===== config.mk =====
export PLATFORM = sky130hd
export DESIGN_NAME = alu_arbiter
export DESIGN_NICKNAME = d
export VERILOG_FILES = /design/src/rtl/alu_pkg.sv /design/src/rtl/rr_arbiter2.sv /design/src/rtl/alu_arbiter.sv
export SDC_FILE = /design/constraint.sdc
export NUM_CORES = 1
export LEC_CHECK = 0
export CELL_PAD_IN_SITES_DETAIL_PLACEMENT = 1
export CELL_PAD_IN_SITES_GLOBAL_PLACEMENT = 1
export CORE_AREA = 2 2 150 152
export CTS_BUF_LIST = sky130_fd_sc_hd__clkbuf_4
export DETAILED_ROUTE_END_ITERATION = 7
export DIE_AREA = 0 0 152 154
export PLACE_DENSITY_LB_ADDON = 0.1
export SYNTH_ARGS = -nofsm -noshare
export SYNTH_HDL_FRONTEND = slang
export SYNTH_HIERARCHICAL = 1
export SYNTH_SLANG_ARGS = --single-unit

===== constraint.sdc =====
create_clock -name clk -period 2.65 [get_ports clk]
set_input_delay 0.53 -clock clk [delete_from_list [all_inputs] [get_ports clk]]
set_output_delay 0.53 -clock clk [all_outputs]
set_load 0.02 [all_outputs]

===== src/rtl/alu_pkg.sv =====
// Shared definitions for the ALU arbiter slice: opcode encodings (common to
// the alu, the decoder and the arbiter), arbiter FSM state type and the
// opcode-support predicate.
package alu_pkg;

    localparam int unsigned OP_W = 4;

    localparam logic [OP_W-1:0] ALU_AND = 4'b0000;
    localparam logic [OP_W-1:0] ALU_OR  = 4'b0001;
    localparam logic [OP_W-1:0] ALU_ADD = 4'b0010;
    localparam logic [OP_W-1:0] ALU_SUB = 4'b0011;
    localparam logic [OP_W-1:0] ALU_XOR = 4'b0100;
    localparam logic [OP_W-1:0] ALU_EQ  = 4'b1000;

    typedef enum logic [1:0] {
        IDLE = 2'd0,
        EXEC = 2'd1,
        RESP = 2'd2
    } arb_state_t;

    // True for opcodes the alu implements; anything else is reported as an
    // error to the requester.
    function automatic logic alu_op_supported(input logic [OP_W-1:0] op);
        case (op)
            ALU_AND, ALU_OR, ALU_ADD, ALU_SUB, ALU_XOR, ALU_EQ: return 1'b1;
            default:                                            return 1'b0;
        endcase
    endfunction

endpackage


===== src/rtl/rr_arbiter2.sv =====
// Combinational two-way round-robin pick.
// Ports:
//   valid    [1:0] requesters with a pending operation
//   prio           requester that wins when both are valid
//   grant    [1:0] one-hot winner, 00 when nobody is valid
//   grant_id       index of the winner (0 when nobody is valid)
module rr_arbiter2
    import alu_pkg::*;
(
    input  logic [1:0] valid,
    input  logic       prio,
    output logic [1:0] grant,
    output logic       grant_id
);

    always_comb begin
        grant_id = 1'b0;
        case (valid)
            2'b01:   grant_id = 1'b0;
            2'b10:   grant_id = 1'b1;
            2'b11:   grant_id = prio;
            default: grant_id = 1'b0;
        endcase
    end

    always_comb begin
        grant = '0;
        if (valid != 2'b00) begin
            grant = grant_id ? 2'b10 : 2'b01;
        end
    end

endmodule


===== src/rtl/alu_arbiter.sv =====
// Shares one combinational alu between two requesters (0: main datapath,
// 1: auxiliary unit). Round-robin grant, one operation in flight, operands
// registered into the alu, result captured into a response register that is
// held until the owning requester takes it. Unsupported opcodes come back
// with rsp_err=1 and rsp_data=0.
// Ports:
//   clk, rst_n            clock (rising edge), async active-low reset
//   req_valid/req_ready   per-requester request handshake
//   req_srca/srcb/op      packed payloads, requester 0 in the low half
//   rsp_valid/rsp_ready   per-requester response handshake (rsp_valid one-hot)
//   rsp_data, rsp_err     captured result and unsupported-op flag
//   alu_srca/srcb/op      registered operands to the alu
//   alu_result            combinational result from the alu
//   busy                  an operation is in flight or awaiting retirement
module alu_arbiter
    import alu_pkg::*;
#(
    parameter int unsigned DATA_WIDTH    = 32,
    parameter int unsigned OPCODE_LENGTH = 4
) (
    input  logic                         clk,
    input  logic                         rst_n,
    input  logic [1:0]                   req_valid,
    output logic [1:0]                   req_ready,
    input  logic [2*DATA_WIDTH-1:0]      req_srca,
    input  logic [2*DATA_WIDTH-1:0]      req_srcb,
    input  logic [2*OPCODE_LENGTH-1:0]   req_op,
    output logic [1:0]                   rsp_valid,
    input  logic [1:0]                   rsp_ready,
    output logic [DATA_WIDTH-1:0]        rsp_data,
    output logic                         rsp_err,
    output logic [DATA_WIDTH-1:0]        alu_srca,
    output logic [DATA_WIDTH-1:0]        alu_srcb,
    output logic [OPCODE_LENGTH-1:0]     alu_op,
    input  logic [DATA_WIDTH-1:0]        alu_result,
    output logic                         busy
);

    arb_state_t                 state;
    logic                       prio;
    logic                       owner;
    logic [DATA_WIDTH-1:0]      srca_q;
    logic [DATA_WIDTH-1:0]      srcb_q;
    logic [OPCODE_LENGTH-1:0]   op_q;

    logic [1:0]                 grant;
    logic                       grant_id;

    rr_arbiter2 u_rr (
        .valid    (req_valid),
        .prio     (prio),
        .grant    (grant),
        .grant_id (grant_id)
    );

    // Only IDLE offers ready; grant is already masked by req_valid.
    assign req_ready = (state == IDLE) ? grant : 2'b00;
    assign busy      = (state != IDLE);

    // Operand registers feed the alu directly, so the alu inputs are stable
    // for the whole EXEC cycle and read as zero after reset.
    assign alu_srca = srca_q;
    assign alu_srcb = srcb_q;
    assign alu_op   = op_q;

    always_ff @(posedge clk or negedge rst_n) begin
        if (!rst_n) begin
            state     <= IDLE;
            prio      <= 1'b0;
            owner     <= 1'b0;
            srca_q    <= '0;
            srcb_q    <= '0;
            op_q      <= '0;
            rsp_valid <= 2'b00;
            rsp_data  <= '0;
            rsp_err   <= 1'b0;
        end else begin
            case (state)
                IDLE: begin
                    if (grant != 2'b00) begin
                        owner <= grant_id;
                        prio  <= ~grant_id;
                        if (grant_id) begin
                            srca_q <= req_srca[2*DATA_WIDTH-1:DATA_WIDTH];
                            srcb_q <= req_srcb[2*DATA_WIDTH-1:DATA_WIDTH];
                            op_q   <= req_op[2*OPCODE_LENGTH-1:OPCODE_LENGTH];
                        end else begin
                            srca_q <= req_srca[DATA_WIDTH-1:0];
                            srcb_q <= req_srcb[DATA_WIDTH-1:0];
                            op_q   <= req_op[OPCODE_LENGTH-1:0];
                        end
                        state <= EXEC;
                    end
                end
                EXEC: begin
                    if (alu_op_supported(op_q)) begin
                        rsp_data <= alu_result;
                        rsp_err  <= 1'b0;
                    end else begin
                        rsp_data <= '0;
                        rsp_err  <= 1'b1;
                    end
                    rsp_valid <= owner ? 2'b10 : 2'b01;
                    state     <= RESP;
                end
                RESP: begin
                    // rsp_data is left as-is on retirement.
                    if (rsp_ready[owner]) begin
                        rsp_valid <= 2'b00;
                        rsp_err   <= 1'b0;
                        state     <= IDLE;
                    end
                end
                default: state <= IDLE;
            endcase
        end
    end

endmodule


==> impl_metrics.env <==
export IMPL_synth_top_family_by_area="multiplexers"
export IMPL_placed_area_mm2=0.008389
export IMPL_drive_gt1_frac=0.2493
export IMPL_die_w_um=152
export IMPL_hold_class="register to register"
export IMPL_vias_per_cell=4.264
export IMPL_wl_per_cell_um=17.20
export IMPL_drt_first_pass_iters=4
export IMPL_powerDensity_mw_per_mm2=1088
export IMPL_grt_overflow=0
export IMPL_syn2layout_area_growth_pct=58.89
export IMPL_grt_pass1_vias=4635
export IMPL_tightest_slew_ns=0.4658
export IMPL_crit_slowest_cell="clkdlybuf4s50_1"
export IMPL_crit_top_cell="clkdlybuf4s50_1"
export IMPL_synth_top_area_share=0.4990
export IMPL_r2r_slack_ns=0.81
export IMPL_critical_path_top_delay_family="buffers and inverters"
export IMPL_ant_nets=0
export IMPL_die_area_mm2=0.02341
export IMPL_fin_setup_tns_ns=0
export IMPL_layout_setup_ws_ns=0.1005
export IMPL_synth_cells=402
export IMPL_hpwl_um=12520
export IMPL_leakage_nw=3.560
export IMPL_arrival_ns=2.02
export IMPL_drtIter0Drc=92
export IMPL_grt_usage=0.1417
export IMPL_critPathCaptureType="output pin"
export IMPL_cap_violations=0
export IMPL_wl_um=16600
export IMPL_hp_start="alu_srcb[19]$_DFFE_PN0P_"
export IMPL_layout_commonest_cell="clkdlybuf4s50_1"
export IMPL_timing_rr_end="alu_srca[3]$_DFFE_PN0P_"
export IMPL_place_ws_ns=0.08726
export IMPL_required_ns=2.12
export IMPL_synth_area_leaders="dfrtp_1 (50%), mux2_4 (19%), mux2_2 (14%), nand2_1 (4.5%), a21oi_1 (3.3%)"
export IMPL_postSynthAreaPerCell_um2=13.35
export IMPL_synth_top_area_cell="dfrtp_1"
export IMPL_yosys_register_bits=107
export IMPL_fmax_mhz=392.2
export IMPL_synth_simple_gate_area_frac=0.06062
export IMPL_grt_start_max_net_pins=71
export IMPL_crit_chain="clkdlybuf4s50_1 -> a21boi_1 -> and2_1 -> clkdlybuf4s50_1"
export IMPL_grt_pass1_wl_um=26320
export IMPL_row_count=54
export IMPL_synth_xor_area_frac=0
export IMPL_slew_headroom=0.6895
export IMPL_cts_buffer_depth=2
export IMPL_final_core_utilization=0.3932
export IMPL_cts_buffers_inserted=9
export IMPL_timing_rr_start="prio$_DFFE_PN0P_"
export IMPL_rsz0062_at_grt="no"
export IMPL_cts_sinks=107
export IMPL_cpPeakStageDelay_ns=0.60
export IMPL_regArea_mm2=0.002678
export IMPL_finClkSkew_ns=0.02443
export IMPL_routabilityCongestion=0.7227
export IMPL_synthMuxAreaShare=0.3388
export IMPL_drc_errors=0
export IMPL_antenna_found_initial=3
export IMPL_yosysUniqueCellTypes=28
export IMPL_finalSetupViolations=0
export IMPL_period_share=0.9621
export IMPL_fin_crit_ns=2.550
export IMPL_whs_ns=0.5310
export IMPL_critPathKind="primary input to output pin"
export IMPL_vdd_ir_drop_max_v=0.0005570
export IMPL_layout_common_cells="clkdlybuf4s50_1 (278), dfrtp_1 (107), mux2_2 (68), mux2_4 (68), nand2_1 (65)"
export IMPL_cp_max_fo=3
export IMPL_clk_root_buffer_cell="clkbuf_4"
export IMPL_crit_path_start_kind="primary input"
export IMPL_ios=280
export IMPL_drv_slew=0
export IMPL_reg2regPathDepth=5
export IMPL_vias=4115
export IMPL_cts_setup_buffers=0
export IMPL_syn_nets=576
export IMPL_clk_latency_ns=0.47
export IMPL_status="completed"
export IMPL_n_fill_cell=2339
export IMPL_min_delay_path_depth=1
export IMPL_synth_compound_area_frac=0.04756
export IMPL_cts_reportedPaths_clkPinSlew_ns=0.16
export IMPL_worst_path_buf_inv=2
export IMPL_portBuffers=279
export IMPL_yosysSeqAreaShare=0.4990
export IMPL_fin_area_mm2=0.008527
export IMPL_nets=851
export IMPL_initial_core_util=0.2474
export IMPL_cts_tree="yes"
export IMPL_dieHeight_um=154
export IMPL_synthAdderAreaFrac=0
export IMPL_hold_viol_final=0
export IMPL_yosysWarnings=6
export IMPL_multi_input_area_mm2=0.002417
export IMPL_cts_max_level=3
export IMPL_core_area_mm2=0.02169
export IMPL_hold_end="alu_srcb[19]$_DFFE_PN0P_"
export IMPL_syn_area_mm2=0.005366
[what timing repair did]
action                                  in CTS  in global routing
endpoints found under the setup margin       0                  2
resized for setup                            0                  2
hold endpoints to repair                    30                  0
hold buffers                                 1                  0
[Yosys cell counts]
cell,instances
nand2b_1,4
o31ai_1,1
o21a_4,1
mux2_2,68
o211ai_1,1
a21oi_2,1
nand3_1,1
a21boi_0,1
a21boi_1,2
and2_1,2
mux2_1,1
mux2i_1,2
buf_4,3
inv_1,5
nand2_1,65
a221oi_1,1
mux2_4,68
nor2b_1,2
clkbuf_1,2
buf_2,14
nand3b_1,2
nor2_2,1
dfrtp_1,107
nor3_1,1
a21oi_1,35
o21ai_0,2
buf_12,8
buf_6,1
[worst reg2reg max path: stages (launching register included)]
cell and delay [ns]:
dfrtp_1 0.43, inv_1 0.10, a21boi_4 0.18, buf_12 0.34
mux2_2 0.45, mux2_4 0.26
[power breakdown]
part / internal [mW] / switching, mW
sequential: 2.42 / 0.498
clock: 0.207 / 0.568
combinational: 3.05 / 2.54
[cells by family after synthesis]
group,after synthesis
AOI/OAI and AO/OA,45
and+or+nand+nor,78
muxes,139
DFF,107
buffers and inverters,33
[registers in the layout (all words and copies together) (netlist names)]
signal,cells
alu_srca,32
alu_srcb,32
rsp_data,32
alu_op,4
rsp_valid,2
state,2
owner,1
prio,1
rsp_err,1
[per-stage QoR]
| step | instances | power (mW) |
|---|---|---|
| final | 965 | 9.274 |
| after global routing | 965 | 9.886 |
| after CTS | 962 | 9.462 |
| after detailed placement | 945 | 8.624 |
| after global placement | 945 | 8.515 |
| after floorplan | 402 | 6.367 |
[worst max-delay path by stage]
stage                    startpoint                    end  slack [ns]  cells after the start
2_1_floorplan          req_valid[1]  alu_op[0]$_DFFE_PN0P_        0.87                      5
3_3_place_gp           req_valid[0]           req_ready[0]         0.1                      4
3_5_place_dp           req_valid[0]           req_ready[0]        0.09                      4
4_1_cts        state[1]$_DFFE_PN0P_           req_ready[1]        0.04                      3
5_1_grt            prio$_DFFE_PN0P_           req_ready[1]        0.01                      4
6_report               req_valid[1]           req_ready[1]        0.10                      4
[layout make-up]
type / count / share of cell area
inverter: 5 / 0.002201
clock inverter: 6 / 0.004696
clock buffer: 10 / 0.008804
tap: 280 / 0.04109
timing repair buffer: 292 / 0.3448
sequential: 107 / 0.3140
multi-input combinational: 262 / 0.2835
antenna: 3 / 0.0008804
[metal layers]
layer / wire length (um) / track usage
met1: 6924 / 0.1703
met2: 8205 / 0.2398
met3: 1158 / 0.04453
met4: 307 / 0.04984
met5: 0 / 0
Power figures use the tool's default switching activity.
